--- src/rtl/fsm3_word_scanner.sv ---
`default_nettype none
// ============================================================================
// Module      : fsm3_word_scanner
// Description : Word-level sequencer around a 4-state serial "101" detector
//               (states A/B/C/D). A WIDTH-bit word is accepted on an
//               in_valid/in_ready handshake and shifted LSB-first through the
//               detector at one bit per clock. Detector hits are counted, and
//               the hit count plus final detector state are returned on an
//               out_valid/out_ready handshake.
//
// Parameters  : WIDTH       data bits per word (>= 2)
//               KEEP_STATE  0: detector restarts at A for every word
//                           1: detector state carries over between words
//               HIT_W       width of the hit count
//
// Ports       : clk             clock, rising edge
//               areset          asynchronous active-high reset
//               in_valid        producer presents a word on in_data
//               in_ready        word can be accepted (IDLE only)
//               in_data         word to scan, bit 0 processed first
//               out_valid       result available (REPORT only)
//               out_ready       consumer accepts the result
//               out_hits        number of detector hits in the word
//               out_last_state  detector state after the last bit (A=0..D=3)
//               busy            high while shifting or reporting
//
// Revision    : 1.0  initial release
// ============================================================================
module fsm3_word_scanner #(
    parameter int WIDTH      = 16,
    parameter int KEEP_STATE = 0,
    parameter int HIT_W      = $clog2(WIDTH + 1)
) (
    input  logic             clk,
    input  logic             areset,
    input  logic             in_valid,
    output logic             in_ready,
    input  logic [WIDTH-1:0] in_data,
    output logic             out_valid,
    input  logic             out_ready,
    output logic [HIT_W-1:0] out_hits,
    output logic [1:0]       out_last_state,
    output logic             busy
);

    // Bit index only needs to reach WIDTH-1.
    localparam int IDX_W = $clog2(WIDTH);
    localparam logic [IDX_W-1:0] c_last_idx = IDX_W'(WIDTH - 1);

    typedef enum logic [1:0] {
        ST_IDLE   = 2'd0,
        ST_SHIFT  = 2'd1,
        ST_REPORT = 2'd2
    } ctrl_state_t;

    // Encoding matches the out_last_state reporting (A=0 .. D=3).
    typedef enum logic [1:0] {
        DET_A = 2'd0,
        DET_B = 2'd1,
        DET_C = 2'd2,
        DET_D = 2'd3
    } det_state_t;

    ctrl_state_t      r_state;
    det_state_t       r_det;
    logic [WIDTH-1:0] r_shift;
    logic [IDX_W-1:0] r_idx;
    logic [HIT_W-1:0] r_hits;
    logic             r_out_valid;
    logic [HIT_W-1:0] r_out_hits;
    logic [1:0]       r_out_state;

    det_state_t       w_det_next;
    logic             w_bit;
    logic             w_hit;
    logic [HIT_W-1:0] w_hits_next;

    // ------------------------------------------------------------------
    // Detector next-state for the bit currently at the bottom of the
    // shift register. Only meaningful (and only used) in SHIFT.
    // ------------------------------------------------------------------
    always_comb begin
        w_bit      = r_shift[0];
        w_det_next = DET_A;
        case (r_det)
            DET_A:   w_det_next = w_bit ? DET_B : DET_A;
            DET_B:   w_det_next = w_bit ? DET_B : DET_C;
            DET_C:   w_det_next = w_bit ? DET_D : DET_A;
            DET_D:   w_det_next = w_bit ? DET_B : DET_C;
            default: w_det_next = DET_A;
        endcase
        // A hit is any bit that lands the detector in D; since D exits
        // to B/C, overlapping patterns are counted naturally.
        w_hit       = (w_det_next == DET_D);
        w_hits_next = r_hits + {{(HIT_W-1){1'b0}}, w_hit};
    end

    // ------------------------------------------------------------------
    // Control FSM, datapath and registered result outputs.
    // ------------------------------------------------------------------
    always_ff @(posedge clk or posedge areset) begin
        if (areset) begin
            r_state     <= ST_IDLE;
            r_det       <= DET_A;
            r_shift     <= '0;
            r_idx       <= '0;
            r_hits      <= '0;
            r_out_valid <= 1'b0;
            r_out_hits  <= '0;
            r_out_state <= 2'd0;
        end else begin
            case (r_state)
                ST_IDLE: begin
                    if (in_valid) begin
                        r_shift <= in_data;
                        r_idx   <= '0;
                        r_hits  <= '0;
                        // With carry-over enabled the detector keeps
                        // whatever state the previous word left it in.
                        if (KEEP_STATE == 0) begin
                            r_det <= DET_A;
                        end
                        r_state <= ST_SHIFT;
                    end
                end

                ST_SHIFT: begin
                    r_shift <= r_shift >> 1;
                    r_det   <= w_det_next;
                    r_hits  <= w_hits_next;
                    r_idx   <= r_idx + IDX_W'(1);
                    if (r_idx == c_last_idx) begin
                        // Capture the result including the final bit's
                        // contribution, so it is stable for all of REPORT.
                        r_out_hits  <= w_hits_next;
                        r_out_state <= w_det_next;
                        r_out_valid <= 1'b1;
                        r_state     <= ST_REPORT;
                    end
                end

                ST_REPORT: begin
                    if (out_ready) begin
                        r_out_valid <= 1'b0;
                        r_state     <= ST_IDLE;
                    end
                end

                default: begin
                    r_out_valid <= 1'b0;
                    r_state     <= ST_IDLE;
                end
            endcase
        end
    end

    // Handshake status depends on the control state alone, so there is
    // no combinational path from in_valid/out_ready to any output.
    assign in_ready       = (r_state == ST_IDLE);
    assign busy           = (r_state != ST_IDLE);
    assign out_valid      = r_out_valid;
    assign out_hits       = r_out_hits;
    assign out_last_state = r_out_state;

endmodule
`default_nettype wire

--- config.mk ---
export PLATFORM = sky130hd
export DESIGN_NAME = fsm3_word_scanner
export DESIGN_NICKNAME = d
export VERILOG_FILES = /design/src/rtl/fsm3_word_scanner.sv
export SDC_FILE = /design/constraint.sdc
export NUM_CORES = 1
export LEC_CHECK = 0
export ABC_CLOCK_PERIOD_IN_PS = 4500
export CORE_MARGIN = 1
export CORE_UTILIZATION = 40
export CTS_CLUSTER_DIAMETER = 50
export DETAILED_ROUTE_END_ITERATION = 10
export DONT_BUFFER_PORTS = 1
export GPL_ROUTABILITY_DRIVEN = 0
export PLACE_DENSITY_LB_ADDON = 0.12
export SYNTH_ARGS = -nofsm -noshare
export SYNTH_HDL_FRONTEND = slang
export SYNTH_SLANG_ARGS = --single-unit
export TNS_END_PERCENT = 50
--- constraint.sdc ---
create_clock -name clk -period 4.5 [get_ports clk]
set_input_delay 0.9 -clock clk [delete_from_list [all_inputs] [get_ports clk]]
set_output_delay 0.9 -clock clk [all_outputs]
set_load 0.01 [all_outputs]
After elaboration in Yosys (flattened, before gate mapping)
Index checks and enable logic that the tools add are counted.
Widths: inputs -> output; s select.
{"block": "word_totals", "out_inout_bits": 10, "inputBits": 20, "reg_bits": 37, "elab_cells": 49}
{"block": "op_classes", "muxes": 19, "n_reduce_logical": 9, "bitwise": 1, "n_eq_ne": 10, "addsub": 2}
{"op": "$pmux 16 s2", "count": 1}
{"op": "$mux 16", "count": 1}
{"op": "$mux 2", "count": 6}
{"op": "$pmux 2 s3", "count": 2}
{"op": "$pmux 5 s2", "count": 1}
{"op": "$eq 2x2->1 const B", "count": 4}
{"op": "$pmux 4 s2", "count": 1}
{"op": "$ne 2x2->1 const B", "count": 3}
{"op": "$reduce_and 3->1", "count": 2}
{"op": "$add 5x1->5", "count": 1}
{"op": "$mux 5", "count": 1}
{"op": "$add 4x1->4 const B", "count": 1}
{"op": "$eq 2x1->1 const B", "count": 2}
{"op": "$eq 4x4->1 const B", "count": 1}
{"op": "$logic_not 2->1", "count": 2}
{"op": "$mux 4", "count": 1}
{"op": "$pmux 2 s2", "count": 1}
{"op": "$reduce_and 2->1", "count": 2}
{"op": "$reduce_bool 2->1", "count": 2}
{"op": "$mux 1", "count": 3}
{"op": "$pmux 1 s3", "count": 1}
{"op": "$reduce_or 2->1", "count": 1}
{"op": "$not 1->1", "count": 1}

Logic depth before layout (Yosys ltp)
{"block": "depth", "depth_word": 6, "depth_mapped": 6, "depth_no_buf": 6}

Least setup slack after synthesis
Ideal clock, no wire load.
{"block": "synth_path", "path_type": "flip-flop to output port", "startpoint": "register r_state[1]", "endpoint": "output in_ready", "path_slack_ps": 2525, "arrival_ps": 1075, "required_ps": 3600, "n_path_buf": 2, "path_stages_with_launch": 5, "path_cell_list": "dfrtp_1 buf_4 buf_2 or2_2 inv_1"}
{"block": "synth_between", "elab_chain_cells": 1}
{"item": "start: declaration", "line": "64", "rtl": "ctrl_state_t r_state;"}
{"item": "start signal: assignment", "line": "103", "rtl": "r_state <= ST_IDLE;"}
{"item": "start signal: assignment", "line": "123", "rtl": "r_state <= ST_SHIFT;"}
{"item": "start signal: assignment", "line": "138", "rtl": "r_state <= ST_REPORT;"}
{"item": "$logic_not 2->1", "line": "159", "rtl": "assign in_ready = (r_state == ST_IDLE);"}
{"item": "end: declaration", "line": "37", "rtl": "output logic in_ready,"}
Every way passes these cells.

Final worst setup path
{"block": "layout_path", "startpoint": "register r_state[0]", "endpoint": "output in_ready"}
Same word-level chain as after synthesis.

==> metrics <==
status finished clean; Root Driver clkbuf_8; synthesis-to-layout area growth 5.72%; port bufs 0; Max Slew Vio Count 0; total clock sinks 37; worst r2r src r_state[0]$_DFFE_PP0P_; HP Class flop to flop; final core occ 0.441; MaxCap Viol Count 0; static leakage 0.884 nW; first-pass GRT wire length between 5000 and 6000 um; drt via density 5.81; worst path cell trace or2_2 -> inv_1; Hold Startpoint r_shift[13]$_DFFE_PP0P_; register area 926 um^2; Max stage delay cell, worst path dfrtp_1; Critical Path RT 3.60 ns; Seq/Total Area, Yosys 0.510; Die ar. 0.00481 mm^2; WP data arrival 1.63 ns; Clock Tree Buf Depth 2; Yosys reg bits 37; crit path kind flop to output port; Placeable Area 0.00435 mm^2; Yosys cell types 33; vias in the first global route 1181; Ys Warns 0; fill cell count between 400 and 500; PostCTS Resize Cnt 0; setup ws final just under 2 ns; H-tree levels 2; Initial DRC Count 81; final setup vio count 0; Fin. Hold Viols 0; min cycle time layout 2.53 ns; WL final 3470 um; mux share of post-synthesis cell area 0.0434; router iterations before antenna repair 4; Synth Area in XOR/XNOR 0.0145; Reg2Reg Depth 3; # IOs 30; cts bufs inserted 5; post-synthesis simple-gate area fraction 0.156; ANT cells 0; power per cell area 613 mW/mm^2; pre-CTS setup slack 2.28 ns; clock skew between 0.009 and 0.01 ns; setup bufs post-CTS 0; synthesized area per cell 10.9 um^2; crit path max fanout 30; Final #Nets between 150 and 200; Final period util 0.561; grt total ovfl 0; largest net degree at the start of global routing 38; Net Count, Synth 190; CP startpoint kind flop; mapped cell area 0.00182 mm^2; hold buffer count at CTS 0; Die H 69.4 um; Gate Count Post-Synth 167; DRC Markers 0; CP endpoint kind output port; R2R Setup Slk around 2.6 ns; Max-slew headroom 0.381; Global Route Usage Sum 0.153; initial antenna violation count 0; Rows 24; DR vias 1261; Worst Hold End r_shift[13]$_DFFE_PP0P_; Clock Pin Slew Worst Setup and Hold Paths 0.08 ns; die width 69.4 um; Synth Area in Compound Gates 0.213; Max Freq 396 MHz; Clock Latency Late Sink between 0.2 and 0.3 ns; Placed Cells ~210; DPL Wire Length 2220 um; Routed WL per cell 16.0 um; area of the multi-input gates 812 um^2; RSZ-0062 raised after global routing no; actual slew at the worst max-slew pin 0.929 ns; Final Instance Count excl. Fillers 217; peak supply drop roughly 0.34 mV; Post-Synth Adder-Cell Area 0.0207; initial core utilization 0.417; TNS Setup 0 ns; Hold Path Depth 2; Routed Antenna Nets 0; crit-path max cell delay 0.73 ns; TritonCTS clock tree built; Worst R2R End r_shift[8]$_DFFE_PP0P_; largest family of logic cells by synthesized area compound AO/OA/AOI/OAI gates; layout cells sized above 1 0.109
==> per-layer routing <==
metal	share of wire	global-route usage	routed length (um)	vias up
met5	0	0	0	-
met2	0.47	0.225	1640	42
li1	-	-	-	598
met3	0.069	0.0509	239	6
met1	0.44	0.210	1550	615
met4	0.015	0.0544	52	0
==> cell usage in the layout, fill, tap and decap left out <==
master,Yosys,routed
xnor2_1,2,2
nor2b_4,2,2
nor2_8,1,1
a22o_1,6,6
nand3_1,5,5
o21ai_0,12,12
or2_2,1,1
a21oi_1,16,16
nand2b_4,1,1
buf_4,7,1
nand2_1,8,8
clkbuf_8,0,7
ha_1,3,3
dfrtp_1,37,37
nand2b_1,2,2
a21o_1,1,1
xor2_1,1,1
nor2b_1,11,11
mux2_2,3,3
mux2_1,4,4
o21bai_2,1,1
a41oi_1,1,1
and2b_1,2,2
o311ai_0,1,1
o21ai_1,12,12
inv_1,2,2
nor2_1,1,1
o21a_1,1,1
clkinv_2,0,1
a22oi_1,12,12
nor3b_1,2,2
and3b_1,4,4
nor4bb_1,1,1
==> final cells by class <==
cell class,count,area share
well taps,52,0.0339
multi-input cells,117,0.423
clock inverters,1,0.00261
clock buffers,7,0.0502
repair buffers,1,0.00391
flip-flops and latches,37,0.482
inverters,2,0.00391
==> state kept, by name, summed over array words and instances, names as in the netlist <==
register        cells
r_idx               4
r_state             2
r_det               2
out_valid           1
out_last_state      2
out_hits            5
r_shift            16
r_hits              5
==> cells in the mapped netlist <==
master    instances  share of area
clkbuf_1          2         0.0041
dfrtp_1          37           0.51
mux2_1            4          0.025
buf_2             2         0.0055
a22oi_1          12          0.050
nor2b_4           2          0.015
o21ai_1          12          0.033
xor2_1            1         0.0048
nor4bb_1          1         0.0055
a41oi_1           1         0.0048
a22o_1            6          0.029
xnor2_1           2         0.0097
nor2_8            1          0.011
and3b_1           4          0.019
o21bai_2          1         0.0062
nand2_1           8          0.017
o311ai_0          1         0.0048
o21a_1            1         0.0041
buf_4             7          0.029
and2b_1           2         0.0083
or2_2             1         0.0034
nor2b_1          11          0.038
mux2_2            3          0.019
a21oi_1          16          0.044
ha_1              3          0.021
nand2b_4          1         0.0076
nor2_1            1         0.0021
nand3_1           5          0.014
nor3b_1           2         0.0083
a21o_1            1         0.0041
inv_1             2         0.0041
o21ai_0          12          0.033
nand2b_1          2         0.0069
==> metrics by stage <==
stage                     hold WS, ns  area, um^2  total power [mW]
after floorplan                 0.450        1820             0.872
after global placement          0.462        1820             0.915
after detailed placement        0.470        1820             0.933
after CTS                       0.487        1920              1.19
after global routing            0.522        1920              1.26
final                           0.481        1920              1.18
==> power by group <==
group / switching, mW / leakage (nW) / internal, mW
logic: 0.168 / 0.342 / 0.165
clock network: 0.116 / 0.0542 / 0.138
registers: 0.140 / 0.488 / 0.448
==> kinds of logic (layout without fill, tap and decap cells) <==
logic type                 after synthesis  after routing
buffers and inverters                   13             11
xor gates and xnor gates                 3              3
adders and majority gates                3              3
DFF                                     37             37
muxes                                    7              7
AOI/OAI and AO/OA                       63             63
and+or+nand+nor                         41             41
==> worst max-delay path by stage <==
stage                                start  endpoint  depth (start not counted)
finish              r_state[0]$_DFFE_PP0P_  in_ready                          2
global route        r_state[0]$_DFFE_PP0P_  in_ready                          2
CTS                 r_state[0]$_DFFE_PP0P_  in_ready                          2
detailed placement  r_state[0]$_DFFE_PP0P_  in_ready                          2
global placement    r_state[0]$_DFFE_PP0P_  in_ready                          2
floorplan           r_state[1]$_DFFE_PP0P_  in_ready                          4
==> critical path, delay by kind of cell (launching register included) <==
| kind | cells | cell delay, ns |
|---|---|---|
| flops | 1 | 0.73 |
| simple gates | 1 | 0.50 |
| buf+inv | 1 | 0.11 |
Note: power is estimated with default switching activity, not from simulation.
